==> src/rtl/pipe_pkg.sv <==
// Shared types for the skid-buffered pipeline register: state encoding and default width.
package pipe_pkg;

  typedef enum logic [1:0] {
    EMPTY = 2'b00,
    BUSY  = 2'b01,
    FULL  = 2'b10
  } skid_state_e;

  localparam int PIPE_WIDTH_DEF = 32;

endpackage

==> src/rtl/pipe_skid_reg.sv <==
// Valid/ready pipeline stage with a main slot and a skid slot; in_ready is decoded from registered state only.
// Optional stall counter output enabled by defining PIPE_SKID_STALL_CNT_EN.
module pipe_skid_reg
  import pipe_pkg::*;
#(
  parameter int WIDTH = PIPE_WIDTH_DEF
) (
  input  logic             clk,
  input  logic             rst,
  input  logic             flush,
  input  logic             in_valid,
  output logic             in_ready,
  input  logic [WIDTH-1:0] in_data,
  output logic             out_valid,
  input  logic             out_ready,
  output logic [WIDTH-1:0] out_data
`ifdef PIPE_SKID_STALL_CNT_EN
  ,
  output logic [15:0]      stall_cnt
`endif
);

  skid_state_e state_q, state_d;
  logic [WIDTH-1:0] main_q, main_d;
  logic [WIDTH-1:0] skid_q, skid_d;
  logic in_fire, out_fire;

  assign out_valid = (state_q != EMPTY);
  assign in_ready  = (state_q != FULL);
  assign out_data  = main_q;

  assign in_fire  = in_valid && in_ready;
  assign out_fire = out_valid && out_ready;

  always_comb begin
    state_d = state_q;
    main_d  = main_q;
    skid_d  = skid_q;
    case (state_q)
      EMPTY: begin
        if (in_fire) begin
          main_d  = in_data;
          state_d = BUSY;
        end
      end
      BUSY: begin
        if (in_fire && out_fire) begin
          main_d = in_data;
        end else if (in_fire) begin
          skid_d  = in_data;
          state_d = FULL;
        end else if (out_fire) begin
          state_d = EMPTY;
        end
      end
      FULL: begin
        // in_ready is low here, so the only event is the head leaving.
        if (out_fire) begin
          main_d  = skid_q;
          state_d = BUSY;
        end
      end
      default: state_d = EMPTY;
    endcase
    // Data slots may still load on a flush cycle; their contents are don't-care once EMPTY.
    if (flush) begin
      state_d = EMPTY;
    end
  end

  always_ff @(posedge clk or posedge rst) begin
    if (rst) begin
      state_q <= EMPTY;
      main_q  <= '0;
      skid_q  <= '0;
    end else begin
      state_q <= state_d;
      main_q  <= main_d;
      skid_q  <= skid_d;
    end
  end

`ifdef PIPE_SKID_STALL_CNT_EN
  logic [15:0] stall_cnt_q, stall_cnt_d;

  function automatic logic [15:0] sat_inc(input logic [15:0] v);
    return (v == 16'hFFFF) ? v : v + 16'd1;
  endfunction

  always_comb begin
    stall_cnt_d = stall_cnt_q;
    if (flush) begin
      stall_cnt_d = '0;
    end else if (out_valid && !out_ready) begin
      stall_cnt_d = sat_inc(stall_cnt_q);
    end
  end

  always_ff @(posedge clk or posedge rst) begin
    if (rst) begin
      stall_cnt_q <= '0;
    end else begin
      stall_cnt_q <= stall_cnt_d;
    end
  end

  assign stall_cnt = stall_cnt_q;
`endif

endmodule
==> config.mk <==
export PLATFORM = sky130hd
export DESIGN_NAME = pipe_skid_reg
export DESIGN_NICKNAME = d
export VERILOG_FILES = /design/src/rtl/pipe_pkg.sv /design/src/rtl/pipe_skid_reg.sv
export SDC_FILE = /design/constraint.sdc
export NUM_CORES = 1
export LEC_CHECK = 0
export CAP_MARGIN = 20
export CORE_UTILIZATION = 40
export DETAILED_ROUTE_END_ITERATION = 6
export PLACE_DENSITY = 0.66
export SYNTH_ARGS = -nofsm -noshare
export SYNTH_HDL_FRONTEND = slang
export SYNTH_SLANG_ARGS = --single-unit
==> constraint.sdc <==
create_clock -name clk -period 3.6 [get_ports clk]
set_input_delay 0.9 -clock clk [delete_from_list [all_inputs] [get_ports clk]]
set_output_delay 0.9 -clock clk [all_outputs]
set_load 0.005 [all_outputs]
==> impl_metrics.ini, run 1 <==
[outcome]
status = complete, no violations

[worst_setup_path]
critPathKind = reg -> out
critPathSlowestCell = clkdlybuf4s50_1
r2r-end = out_data[20]
cp.required_ns = 2.70
cp-start-kind = flop
rr_worst_depth = 4
path_cells = or2_2 > clkdlybuf4s50_1
critPathMaxStageDelay_ns = 0.45
regToRegSetupSlack_ns = 1.71
path_max_fanout = 5
end_kind = primary output
crit_arrival_ns = 1.53
timing.rr.start = state_q[0]

[floorplanning]
die_x_um = 90.66
die_area_sq_mm = 0.008219
pin_count = 71
coreArea_sq_mm = 0.007408
fp-row-count = 31
fp.dieH_um = 90.66
initial_core_util_pct = 42.44

[clock_tree]
clk_latency_ns = 0.33
cts_buffers = 9
cts_buffer_depth = 2
cts_resized = 0
postCtsSetupRepairBufs = 0
path_clk_slew_ns = 0.07
cts_tree = built
hold_buffers = 0
clockRootBuffer = clkbuf_8
htreeDepth = 3
cts.sinks = 66

[grt]
grt_use_total_pct = 15.27
grt_overflow = 0
antenna_found_initial = 0
grt_pass1_wl_um = 9639
grt_pass1_vias = 1897
grt_start_max_net_pins = 67

[synthesis]
netlist_area_sq_mm = 0.003144
ys.warnings.count = 0
synth.distinct_cells = 18
synthCells = 186
synth.net_count = 223
syn_area_per_cell_sq_um = 16.90
synth-seq-area-share_pct = 52.53
ys_ff_latch = 66

[cells_and_area]
insertedDiodeCount = 0
nets = 297
layout_common_cells = clkdlybuf4s50_1, dfrtp_1, mux2_4
drive_above_1_share_pct = 41.13
synthToLayoutAreaGrowth_pct = 30.56
mostFrequentLayoutCell = clkdlybuf4s50_1

[sta]
max_slew_margin_pct = 45.51
setup_tns_ns = 0
hold_slack_ns = 0.4875
finalClockSkew_ns = 0.006230
setup_viol = 0
drv_slew = 0
fin_crit_ns = 2.432
maxClockFrequency_mhz = 411.1
hold_viol = 0
finalCritPeriodShare_pct = 67.57
worst_slack_ns = 1.168
worstMarginPinSlew_ns = 0.8173
rsz0062_at_grt = false

[drt]
drt-total-wl_um = 5602
drc = 0
drtPass1Iterations = 3
vias = 1740
post_drt_wl_per_cell_um = 15.39
drtAntennaViolNets = 0
drt_iter0_markers = 38
viasPerCell = 4.780

[flow_run]
maxCapViolCount = 0

[placement]
dp_slack_ns = 0.8586
dp_hpwl_um = 3582
io_buffers = 70
gp_congestion = 0.6786

[pwr]
power_leakage_nw = 1.873
p_int_mw = 1.571
pwr-share-clk_pct = 30.9
power.share.sequential_pct = 47.7
p_comb_share_pct = 21.4
p_sw_share_pct = 23.41
powerDensity_mw_per_mm2 = 499.6
p_switching_uw = 480.2
ir_drop_mv = 0.2202

[min_path]
worstHoldPathCells = 1
min_from = skid_q[5]
holdPathEnd = skid_q[5]
hp-class = reg -> reg
==> area by class of cell <==
cell class,instances,area [sq um]
Timing Repair Buffer,74,743.2
Fill cell,628,3303
Tap cell,99,123.9
Clock inverter,4,50.05
Multi-Input combinational cell,108,1378
Clock buffer,12,155.1
Inverter,1,3.754
Sequential cell,66,1652
==> cells in the mapped netlist, drive strengths merged <==
master | n | area, sq um
buf | 11 | 121.4
mux2 | 96 | 1291
a21bo | 1 | 10.01
nand2b | 2 | 12.51
nand3b | 1 | 7.510
dfrtp | 66 | 1652
nand2 | 2 | 7.510
inv | 1 | 3.750
a211oi | 1 | 7.510
or2 | 1 | 6.260
a31oi | 1 | 6.260
nor2b | 2 | 12.51
or3 | 1 | 6.260
==> per-stage QoR <==
step | cell area, sq um | utilization (%) | instances | power, mW
floorplan | 3144 | - | 186 | 1.230
global placement | 3900 | 52.64 | 348 | 1.423
detailed placement | 3900 | 52.64 | 348 | 1.439
CTS | 4105 | 55.41 | 364 | 2.079
global route | 4105 | 55.41 | 364 | 2.168
finish | 4105 | 55.41 | 364 | 2.051
==> critical path, delay by kind of cell, from the launching register on <==
kind          cells  cell delay, ns
simple gates      1            0.32
flops             1            0.43
buf+inv           1            0.45
==> worst max path at each step <==
stage	startpoint	depth (start not counted)	to
CTS	state_q[1]	2	out_valid
global placement	in_valid	5	skid_q[12]
global route	in_valid	5	skid_q[3]
floorplan	rst	1	out_data[0]
detailed placement	in_valid	5	skid_q[27]
finish	state_q[1]	2	out_valid
==> cells by family (layout without fill, tap and decap cells) <==
family / count (synthesis) / after routing / synth area share [%]
flip-flops: 66 / 66 / 52.53
buffers and inverters: 12 / 91 / 3.979
multiplexers: 96 / 96 / 41.07
AO/OA/AOI/OAI: 3 / 3 / 0.7563
AND/OR/NAND/NOR: 9 / 9 / 1.672
==> routing by layer <==
metal / part of all wire (%) / global-route usage, % / up-vias
met2: 48 / 24.18 / 45
met1: 45 / 19.30 / 879
li1: - / - / 805
met5: 0 / 0 / -
met3: 4.0 / 3.788 / 11
met4: 2.5 / 7.930 / 0
==> registers in the layout, indices dropped and copies added (netlist names) <==
name	cells
skid_q	32
out_data	32
state_q	2
==> power by group through the flow <==
stage | Combinational [mW] | Sequential, mW | Clock (mW)
after floorplan | 0.252 | 0.978 | 0
after global placement | 0.436 | 0.987 | 0
after detailed placement | 0.447 | 0.992 | 0
after CTS | 0.448 | 0.980 | 0.651
after global routing | 0.474 | 1.00 | 0.692
final | 0.439 | 0.979 | 0.633
Note: power is estimated with default switching activity, not from simulation.
==> run 2, diff against run 1 <==
clock period = 2.35 ns   (was 3.6 ns; I/O delays follow)
==> run 2 against run 1 <==
  * Die area is the same
  * Global-route usage fell by 0.071 points
  * Critical endpoint unchanged
  * Core utilization is 0.19 points higher
  * Non-clock buffer count is 3 higher
  * Wire length increased by 0.41%
  * Critical path depth unchanged
  * Worst hold slack improved by 0.0019 ns
==> impl_metrics.ini, run 2 (same netlist as run 1, synthesis figures left out) <==
[drt]
drtAntennaViolNets = 0
vias = 1753
viasPerCell = 4.777
drtPass1Iterations = 2
post_drt_wl_per_cell_um = 15.33
drt-total-wl_um = 5625
drc = 0
drt_iter0_markers = 66

[worst_setup_path]
crit_arrival_ns = 1.52
critPathKind = reg -> out
path_max_fanout = 5
cp-start-kind = flop
end_kind = primary output
cp.required_ns = 1.76
rr_worst_depth = 4

[clock_tree]
htreeDepth = 3
cts_resized = 0
cts_tree = built
cts_buffers = 9
postCtsSetupRepairBufs = 0
clk_latency_ns = 0.34
path_clk_slew_ns = 0.07
cts_buffer_depth = 2
clockRootBuffer = clkbuf_8
hold_buffers = 0
cts.sinks = 66

[floorplanning]
pin_count = 71
die_x_um = 90.66
fp-row-count = 31
fp.dieH_um = 90.66
die_area_sq_mm = 0.008219
coreArea_sq_mm = 0.007408
initial_core_util_pct = 42.44

[pwr]
finalPower_mw = 3.014
powerDensity_mw_per_mm2 = 731.8
power_leakage_nw = 1.881
ir_drop_mv = 0.3253

[cells_and_area]
synthToLayoutAreaGrowth_pct = 31.00
nFillCells = 587
layout_common_cells = clkdlybuf4s50_1, dfrtp_1, mux2_4
regArea_sq_mm = 0.001652
mostFrequentLayoutCell = clkdlybuf4s50_1
final_util_pct = 55.60
multi_input_area_sq_mm = 0.001378
insertedDiodeCount = 0
nets = 300
drive_above_1_share_pct = 41.79

[placement]
dp_hpwl_um = 3610
dp_slack_ns = 0.1291
io_buffers = 70
gp_congestion = 0.7042

[grt]
antenna_found_initial = 0
grt_overflow = 0
grt_start_max_net_pins = 67
grt_pass1_wl_um = 9363
grt_pass1_vias = 1837
grt_use_total_pct = 15.20

[sta]
finalCritPeriodShare_pct = 89.81
finalClockSkew_ns = 0.006979
worstMarginPinSlew_ns = 0.5010
setup_viol = 0
setup_tns_ns = 0
max_slew_margin_pct = 66.60
rsz0062_at_grt = false
maxClockFrequency_mhz = 473.8
drv_slew = 0
fin_crit_ns = 2.111
hold_viol = 0
hold_slack_ns = 0.4894
worst_slack_ns = 0.2394

[outcome]
status = complete, no violations

[flow_run]
maxCapViolCount = 0

[min_path]
worstHoldPathCells = 1
hp-class = reg -> reg
-- run 2: cell count changes in the layout (fill, tap and decap cells not counted), sizes merged --
cell    previous run  this run
clkinv             1         3
buf                4         7
clkbuf            12        11
bufinv             1         0
-- run 2: worst paths after layout --
check,start,endpoint,slack [ns]
max,state_q[1],out_valid,0.24
min,skid_q[9],skid_q[9],0.49
max reg2reg,state_q[0],out_data[20],0.55
min reg2reg,skid_q[9],skid_q[9],0.49
max in group asynchronous,rst,skid_q[29],1.44
min in group asynchronous,rst,out_data[16],0.62
-- run 2: per-stage QoR --
step / instances / area (sq um)
2_1_floorplan: 186 / 3144
3_3_place_gp: 351 / 3948
3_5_place_dp: 351 / 3948
4_1_cts: 367 / 4119
5_1_grt: 367 / 4119
6_report: 367 / 4119
-- run 2: area by class of cell --
| cell class | count | area share [%] |
|---|---|---|
| Clock buffer | 11 | 3.433 |
| Clock inverter | 5 | 0.7290 |
| Multi-Input combinational cell | 108 | 33.44 |
| Sequential cell | 66 | 40.10 |
| Timing Repair Buffer | 77 | 19.20 |
| Inverter | 1 | 0.09113 |
| Tap cell | 99 | 3.007 |
-- run 2: critical path, stage by stage (launching register included) --
cell and delay (ns):
dfrtp_1 0.43, or2_2 0.32, clkdlybuf4s50_1 0.44
-- run 2: routing by layer --
layer / vias up / wire [um] / GRT usage [%]
li1: 819 / - / -
met1: 884 / 2568 / 19.35
met2: 41 / 2674 / 22.73
met3: 9 / 270 / 5.471
met4: 0 / 111 / 7.661
met5: - / 0 / 0
-- run 2: power by group --
group	internal (mW)	leakage [nW]	switching (mW)
logic	0.491	1.01	0.188
registers	1.38	0.788	0.123
clock network	0.406	0.0851	0.432
total	2.27	1.88	0.742
